**src/rtl/jk_drv_pkg.sv**
```systemverilog
// rtl/jk_drv_pkg.sv - shared types and constants for the JK bank driver
// FSM state encoding, JK excitation codes {J,K} and the retry counter width helper.
package jk_drv_pkg;

  typedef enum logic [2:0] {
    IDLE  = 3'd0,
    DRIVE = 3'd1,
    CHECK = 3'd2,
    DONE  = 3'd3,
    ERR   = 3'd4
  } state_t;

  localparam logic [1:0] JK_HOLD = 2'b00;
  localparam logic [1:0] JK_RST  = 2'b01;
  localparam logic [1:0] JK_SET  = 2'b10;
  localparam logic [1:0] JK_TGL  = 2'b11;

  // clog2(MAX_RETRY+1), floored at 1 bit so MAX_RETRY=0 still yields a legal vector
  function automatic int retry_cnt_w(input int max_retry);
    return (max_retry < 1) ? 1 : $clog2(max_retry + 1);
  endfunction

endpackage

```
**src/rtl/jk_excite_enc.sv**
```systemverilog
// rtl/jk_excite_enc.sv - combinational per-bit JK excitation encoder
// Set/reset encoding by default; `JK_TOGGLE_PREF_EN makes every changing bit use toggle.
module jk_excite_enc
  import jk_drv_pkg::*;
#(
  parameter int WIDTH = 4
) (
  input  logic [WIDTH-1:0] i_q,
  input  logic [WIDTH-1:0] i_t,
  output logic [WIDTH-1:0] o_j,
  output logic [WIDTH-1:0] o_k
);

  for (genvar g = 0; g < WIDTH; g++) begin : g_bit
    logic [1:0] w_jk;
`ifdef JK_TOGGLE_PREF_EN
    assign w_jk = (i_q[g] != i_t[g]) ? JK_TGL : JK_HOLD;
`else
    assign w_jk = (i_q[g] == i_t[g]) ? JK_HOLD : (i_t[g] ? JK_SET : JK_RST);
`endif
    assign o_j[g] = w_jk[1];
    assign o_k[g] = w_jk[0];
  end

endmodule

```
**src/rtl/jk_bank_driver.sv**
```systemverilog
// rtl/jk_bank_driver.sv - drives an external JK flop bank to a target word with bounded retries
// Encoding style follows jk_excite_enc (`JK_TOGGLE_PREF_EN); FSM timing is identical in both builds.
module jk_bank_driver
  import jk_drv_pkg::*;
#(
  parameter int WIDTH     = 4,
  parameter int MAX_RETRY = 2
) (
  input  logic             clk,
  input  logic             rst_n,
  input  logic             in_valid,
  output logic             in_ready,
  input  logic [WIDTH-1:0] in_target,
  input  logic [WIDTH-1:0] q_in,
  output logic [WIDTH-1:0] j_o,
  output logic [WIDTH-1:0] k_o,
  output logic             busy,
  output logic             done,
  output logic             error
);

  localparam int            RW    = retry_cnt_w(MAX_RETRY);
  localparam logic [RW-1:0] R_MAX = RW'(MAX_RETRY);

  state_t           r_state, w_state_nx;
  logic [WIDTH-1:0] r_j, r_k, r_target;
  logic [WIDTH-1:0] w_j_nx, w_k_nx, w_target_nx;
  logic [WIDTH-1:0] w_enc_t, w_enc_j, w_enc_k;
  logic [RW-1:0]    r_retry, w_retry_nx;

  // In IDLE the encoder sees the offered word; on retries it sees the latched one
  assign w_enc_t = (r_state == IDLE) ? in_target : r_target;

  jk_excite_enc #(.WIDTH(WIDTH)) u_enc (
    .i_q (q_in),
    .i_t (w_enc_t),
    .o_j (w_enc_j),
    .o_k (w_enc_k)
  );

  always_comb begin
    w_state_nx  = r_state;
    w_j_nx      = '0;
    w_k_nx      = '0;
    w_target_nx = r_target;
    w_retry_nx  = r_retry;
    case (r_state)
      IDLE: begin
        if (in_valid) begin
          w_target_nx = in_target;
          w_j_nx      = w_enc_j;
          w_k_nx      = w_enc_k;
          w_retry_nx  = '0;
          w_state_nx  = DRIVE;
        end
      end
      DRIVE: w_state_nx = CHECK;
      CHECK: begin
        if (q_in == r_target) begin
          w_state_nx = DONE;
        end else if (r_retry < R_MAX) begin
          w_j_nx     = w_enc_j;
          w_k_nx     = w_enc_k;
          w_retry_nx = r_retry + RW'(1);
          w_state_nx = DRIVE;
        end else begin
          w_state_nx = ERR;
        end
      end
      DONE:    w_state_nx = IDLE;
      ERR:     w_state_nx = IDLE;
      default: w_state_nx = IDLE;
    endcase
  end

  always_ff @(posedge clk or negedge rst_n) begin
    if (!rst_n) begin
      r_state  <= IDLE;
      r_j      <= '0;
      r_k      <= '0;
      r_target <= '0;
      r_retry  <= '0;
    end else begin
      r_state  <= w_state_nx;
      r_j      <= w_j_nx;
      r_k      <= w_k_nx;
      r_target <= w_target_nx;
      r_retry  <= w_retry_nx;
    end
  end

  assign j_o      = r_j;
  assign k_o      = r_k;
  assign in_ready = (r_state == IDLE);
  assign busy     = (r_state != IDLE);
  assign done     = (r_state == DONE);
  assign error    = (r_state == ERR);

endmodule

```
**config.mk**
```make
export PLATFORM = sky130hd
export DESIGN_NAME = jk_bank_driver
export DESIGN_NICKNAME = d
export VERILOG_FILES = /design/src/rtl/jk_drv_pkg.sv /design/src/rtl/jk_excite_enc.sv /design/src/rtl/jk_bank_driver.sv
export SDC_FILE = /design/constraint.sdc
export NUM_CORES = 1
export LEC_CHECK = 0
export ABC_AREA = 1
export BUFFER_PORTS_ARGS = -buffer_cell sky130_fd_sc_hd__buf_2
export CORE_UTILIZATION = 40
export DETAILED_ROUTE_END_ITERATION = 6
export PLACE_DENSITY = 0.63
export SLEW_MARGIN = 20
export SYNTH_ARGS = -nofsm -noshare
export SYNTH_HDL_FRONTEND = slang
export SYNTH_SLANG_ARGS = --single-unit
export TNS_END_PERCENT = 10
```
**constraint.sdc**
```tcl
create_clock -name clk -period 1.4 [get_ports clk]
set_input_delay 0.14 -clock clk [delete_from_list [all_inputs] [get_ports clk]]
set_output_delay 0.14 -clock clk [all_outputs]
set_load 0.02 [all_outputs]
```
==> flow_summary.yaml, run 1 <==
clock_network:
  root_buffer: "clkbuf_4"
  clock_latency_ns: 0.30
  cts_max_level: 1
  cts_tree: "yes"
  clockBufferDepth: 2
  cts_num_sinks: 17
  cts_made_buffers: 3
  path_clk_slew_ns: 0.11
worst_setup_path:
  crit_path_start_kind: "register"
  endpoint_kind: "primary output"
  rrSetupSlack_ns: 0.09
  required_ns: 1.26
  crit_slowest_cell: "dfrtp_1"
  worstReg2RegStart: "r_state[0]$_DFFE_PN0P_"
  cp_max_fo: 9
  reg2reg_to: "j_o[1]$_DFF_PN0_"
  crit_path_max_incr_delay_ns: 0.44
  crit_arrival_ns: 1.21
  worstPathCellList: "nor2_4, nand2_4, inv_1, buf_4"
  r2r_cells: 7
  crit_type: "register to primary output"
timing:
  rsz0062_at_grt: "no"
  fmaxAchievable_mhz: 743
  worst_pin_slew_ns: 0.373
  slew_viol_final: 0
  setup_tns_ns: 0
  fin_crit_ns: 1.35
  hold_viol: 0
  finalSetupViolCount: 0
  slew_headroom: 0.751
  fin_hold_ws_ns: 0.0757
  fin_crit_sh: 0.961
  clock_skew_ns: 0.0137
power_and_ir_drop:
  power.share.sequential: 0.340
  power_leakage_nw: 0.610
  peakVddDrop_v: 0.00102
  internal_power_w: 0.00123
  swShare: 0.443
  pwr-share-comb: 0.535
  powerDensity_mw_per_mm2: 2080
  finalPower_w: 0.00220
  power_frac_clock: 0.125
  p_switching_w: 0.000978
synthesis:
  synth_top_area_share: 0.515
  synthesis.nets: 114
  synth_most_common_cell: "nand2_1"
  synthTopCellsByArea: "dfrtp_1 52%, nand2_1 14%, inv_1 6.4%, nor2_1 5.5%, o21ai_2 3.2%"
  synthFlopType: "dfrtp_1"
  syn_avg_cell_area_um2: 8.02
  synth_cell_types: 20
  synth_area_um2: 826
  ys_warn_count: 0
  async_reset_ff_frac: 1.00
  ys_ff_latch: 17
  ys_seq_area_frac: 0.515
  synth_edf_count: 0
  synth_commonest_cells: "30 x nand2_1, 17 x dfrtp_1, 14 x inv_1"
  yosys.area.top_type: "dfrtp_1"
  syn_inst: 103
route:
  viasPerCell: 4.41
  drt_iter0_drc: 8
  drc_errors: 0
  finalWirelength_mm: 1.53
  vias: 715
  firstDrtPassIters: 4
  final_antenna_net_count: 0
  wl_per_cell_um: 9.47
status:
  status: "finished, final reports clean"
run:
  drv_cap: 0
global_route:
  grt_use_met2: 0.241
  grt_antenna_before_repair: 0
  grt.overflow.total: 0
  met3_usage: 0.0340
  grt_max_degree: 18
  busiest_layer: "met2"
  grt_pass1_vias: 559
  met1_usage: 0.207
  track_usage: 0.153
  grt_pass1_wl_mm: 2.35
worst_hold_path:
  hold_path_class: "primary input to register"
  hold_path_end: "r_target[2]$_DFFE_PN0P_"
  hold_start: "in_target[2]"
  min_path_cells: 3
floorplanning:
  fp.dieArea_mm2: 0.00225
  io_pins: 23
  rows: 16
  die_h_um: 47.4
  initial_utilization: 0.425
  die-width_um: 47.4
  core_region_area_mm2: 0.00194
placed_design:
  routabilityCongestion: 0.739
  placement.io_buffers: 22
  dp_hpwl_mm: 1.15
  placed_cell_area_um2: 958
final_layout:
  antennaDiodeCount: 0
  syn_to_final_growth_pct: 28.5
  nets: 147
  finalInstanceArea_mm2: 0.00106
  layout-drive-gt1-share: 0.326
-- critical path, delay by kind of cell, from the launching register on --
kind	cells	cell delay [ns]
buffers and inverters	2	0.19
and+or+nand+nor	2	0.29
DFF	1	0.44
-- cell families after synthesis --
kind of cell | Yosys count | share of synthesized area
AOI/OAI and AO/OA | 11 | 0.0833
buffers and inverters | 17 | 0.0864
DFF | 17 | 0.515
and+or+nand+nor | 58 | 0.315
-- repair_timing --
item,4_1_cts,5_1_grt
resized for setup,1,4
endpoints found under the setup margin,2,7
endpoints found under the hold margin,17,0
pin swaps,1,2
hold buffers,1,0
setup buffers,2,4
-- final cells by class --
cell class                 instances  area [um2]
clock inverter                     1        7.51
multi-input combinational         69         342
sequential                        17         425
inverter                          16        60.1
clock buffer                       3        22.5
fill                             192         881
timing repair buffer              29         170
tap                               27        33.8
-- sequential cells by signal, summed over array words and instances, names as in the netlist --
| signal | count |
|---|---|
| j_o | 4 |
| r_state | 3 |
| r_retry | 2 |
| k_o | 4 |
| r_target | 4 |
-- power by group through the flow --
stage / Combinational [W] / Sequential, W / Clock (W)
after floorplan: 0.000714 / 0.000829 / 0
after global routing: 0.00132 / 0.000766 / 0.000308
final: 0.00118 / 0.000749 / 0.000276
after CTS: 0.00106 / 0.000745 / 0.000284
after detailed placement: 0.00101 / 0.000757 / 0
after global placement: 0.00101 / 0.000748 / 0
-- metal layers --
metal,wire (um),share of wire
met1,732,0.48
met2,726,0.47
met3,53,0.035
met4,22,0.014
met5,0,0
-- cells in the final DEF, fill, tap and decap left out --
| cell | Yosys | final |
|---|---|---|
| clkinvlp_4 | 0 | 1 |
| nor2_1 | 12 | 12 |
| nand2_2 | 4 | 4 |
| nand4_1 | 1 | 1 |
| buf_4 | 0 | 8 |
| o31ai_1 | 1 | 1 |
| o21ai_0 | 5 | 5 |
| nand2_4 | 0 | 1 |
| or2_0 | 3 | 3 |
| inv_1 | 14 | 14 |
| o21ai_2 | 3 | 3 |
| clkbuf_4 | 0 | 3 |
| buf_2 | 0 | 20 |
| o21ai_1 | 1 | 1 |
| dfrtp_1 | 17 | 17 |
| nand2_1 | 30 | 29 |
| or2_1 | 1 | 1 |
| dlygate4sd3_1 | 0 | 1 |
| nor3_1 | 1 | 1 |
| inv_2 | 2 | 2 |
| nand3b_1 | 1 | 1 |
| a21oi_1 | 1 | 1 |
| nand3_1 | 3 | 3 |
| nor3b_2 | 0 | 1 |
| nor2_4 | 1 | 1 |
-- worst max path at each step --
stage	start	end	slack (ns)	cells past startpoint
final	r_state[0]$_DFFE_PN0P_	in_ready	0.05	4
after global routing	r_state[0]$_DFFE_PN0P_	in_ready	0.003	4
after CTS	r_state[2]$_DFFE_PN0P_	in_ready	0.009	4
after detailed placement	r_state[0]$_DFFE_PN0P_	j_o[0]$_DFF_PN0_	0.05	6
after global placement	r_state[0]$_DFFE_PN0P_	j_o[0]$_DFF_PN0_	0.10	6
after floorplan	r_state[0]$_DFFE_PN0P_	j_o[1]$_DFF_PN0_	0.21	7
-- metrics by stage --
stage | cells | worst slack, ns | util
after floorplan | 103 | 0.208 | -
after global placement | 151 | 0.102 | 0.494
after detailed placement | 151 | 0.0543 | 0.494
after CTS | 158 | 0.00850 | 0.524
after global routing | 162 | 0.00276 | 0.546
final | 162 | 0.0543 | 0.546
(Power assumes the default switching activity.)
==> run 2, diff against run 1 <==
--- a/config.mk
+++ b/config.mk
@@ -14,4 +14,4 @@
 export SYNTH_ARGS = -nofsm -noshare
 export SYNTH_HDL_FRONTEND = slang
 export SYNTH_SLANG_ARGS = --single-unit
-export TNS_END_PERCENT = 10
+export TNS_END_PERCENT = 20
==> constraint.sdc (replaced) <==
create_clock -name clk -period 1.4 [get_ports clk]
set_input_delay 0.14 -clock clk [delete_from_list [all_inputs] [get_ports clk]]
set_output_delay 0.14 -clock clk [all_outputs]
set_load 0.005 [all_outputs]
==> flow_summary.yaml, run 2 (synthesized netlist as in run 1, its figures left out) <==
clock_network:
  cts_num_sinks: 17
  clockBufferDepth: 2
  cts_made_buffers: 3
  cts_tree: "yes"
  clock_latency_ns: 0.30
  root_buffer: "clkbuf_4"
  path_clk_slew_ns: 0.11
  cts_max_level: 1
final_layout:
  regArea_um2: 427
  nets: 141
  syn_to_final_growth_pct: 22.0
  final_common_cell: "nand2_1"
  final_cell_mix: "29 x nand2_1, 22 x buf_2, 16 x dfrtp_1"
  fill_cells: 193
  antennaDiodeCount: 0
  multi_input_area_um2: 337
  fin_cells: 156
  layout-drive-gt1-share: 0.295
worst_setup_path:
  crit_arrival_ns: 1.23
  required_ns: 1.26
  crit_type: "register to primary output"
  cp_max_fo: 11
  crit_path_start_kind: "register"
  endpoint_kind: "primary output"
route:
  viasPerCell: 4.37
  firstDrtPassIters: 4
  wl_per_cell_um: 9.35
  finalWirelength_mm: 1.46
  drt_iter0_drc: 4
  vias: 682
  drc_errors: 0
  final_antenna_net_count: 0
timing:
  slew_viol_final: 0
  fin_crit_sh: 0.979
  fmaxAchievable_mhz: 730
  hold_viol: 0
  finalSetupViolCount: 0
  fin_ws_ns: 0.0297
  rsz0062_at_grt: "yes"
  slew_headroom: 0.751
  worst_pin_slew_ns: 0.374
  fin_crit_ns: 1.37
  clock_skew_ns: 0.0128
  fin_hold_ws_ns: 0.0731
placed_design:
  placement.io_buffers: 22
  place_ws_ns: 0.0543
  routabilityCongestion: 0.739
  dp_cells: 151
  dp_hpwl_mm: 1.15
floorplanning:
  io_pins: 23
  die_h_um: 47.4
  core_region_area_mm2: 0.00194
  fp.dieArea_mm2: 0.00225
  die-width_um: 47.4
  initial_utilization: 0.425
  rows: 16
global_route:
  grt.overflow.total: 0
  track_usage: 0.150
  grt_pass1_wl_mm: 2.31
  grt_pass1_vias: 540
  grt_antenna_before_repair: 0
  grt_max_degree: 18
power_and_ir_drop:
  powerDensity_mw_per_mm2: 1910
  finalPower_w: 0.00192
  peakVddDrop_v: 0.000945
  power_leakage_nw: 0.577
run:
  drv_cap: 0
status:
  status: "finished, final reports clean"
worst_hold_path:
  hold_path_class: "primary input to register"
## run 2: report_power, final
group | internal, W | switching (W)
sequential | 0.000655 | 0.0000903
clock | 0.000109 | 0.000168
combinational | 0.000345 | 0.000553
total | 0.00111 | 0.000811
## run 2: final timing paths
check / end / cells past startpoint / startpoint / slack [ns]
max: in_ready / 4 / r_state[0]$_DFFE_PN0P_ / 0.03
min: r_target[1]$_DFFE_PN0P_ / 3 / in_target[1] / 0.07
max reg2reg: j_o[0]$_DFF_PN0_ / 6 / r_state[0]$_DFFE_PN0P_ / 0.13
min reg2reg: r_retry[0]$_DFFE_PN0P_ / 2 / r_retry[0]$_DFFE_PN0P_ / 0.52
max in group asynchronous: r_state[2]$_DFFE_PN0P_ / 2 / rst_n / 0.83
min in group asynchronous: k_o[0]$_DFF_PN0_ / 2 / rst_n / 0.27
## run 2: what timing repair did
item / CTS / global route
setup endpoints to repair: 2 / 10
endpoints found under the hold margin: 17 / 0
setup buffers: 0 / 0
hold buffers: 1 / 0
resized for setup: 1 / 2
## run 2: layout make-up
type / instances / share of cell area
Inverter: 16 / 0.0596
Clock inverter: 1 / 0.00745
Tap cell: 27 / 0.0335
Multi-Input combinational cell: 69 / 0.334
Clock buffer: 3 / 0.0224
Timing Repair Buffer: 23 / 0.119
Sequential cell: 17 / 0.424
## run 2: through the flow
| stage | util | area, um2 | setup TNS, ns |
|---|---|---|---|
| detailed placement | 0.494 | 958 | 0 |
| global route | 0.519 | 1010 | -0.0392 |
| global placement | 0.494 | 958 | 0 |
| finish | 0.519 | 1010 | 0 |
| CTS | 0.517 | 1000 | 0 |
| floorplan | - | 826 | 0 |
## run 2: routing by layer
layer / track usage / share of wire
met5: 0 / 0
met4: 0.0514 / 0.015
met2: 0.233 / 0.45
met1: 0.207 / 0.50
met3: 0.0340 / 0.038
## run 2: critical path, cell delays in order, from the launching register on
cell and delay (ns):
dfrtp_1 0.43, nor2_4 0.19, nand2_4 0.14, inv_1 0.07, buf_2 0.10
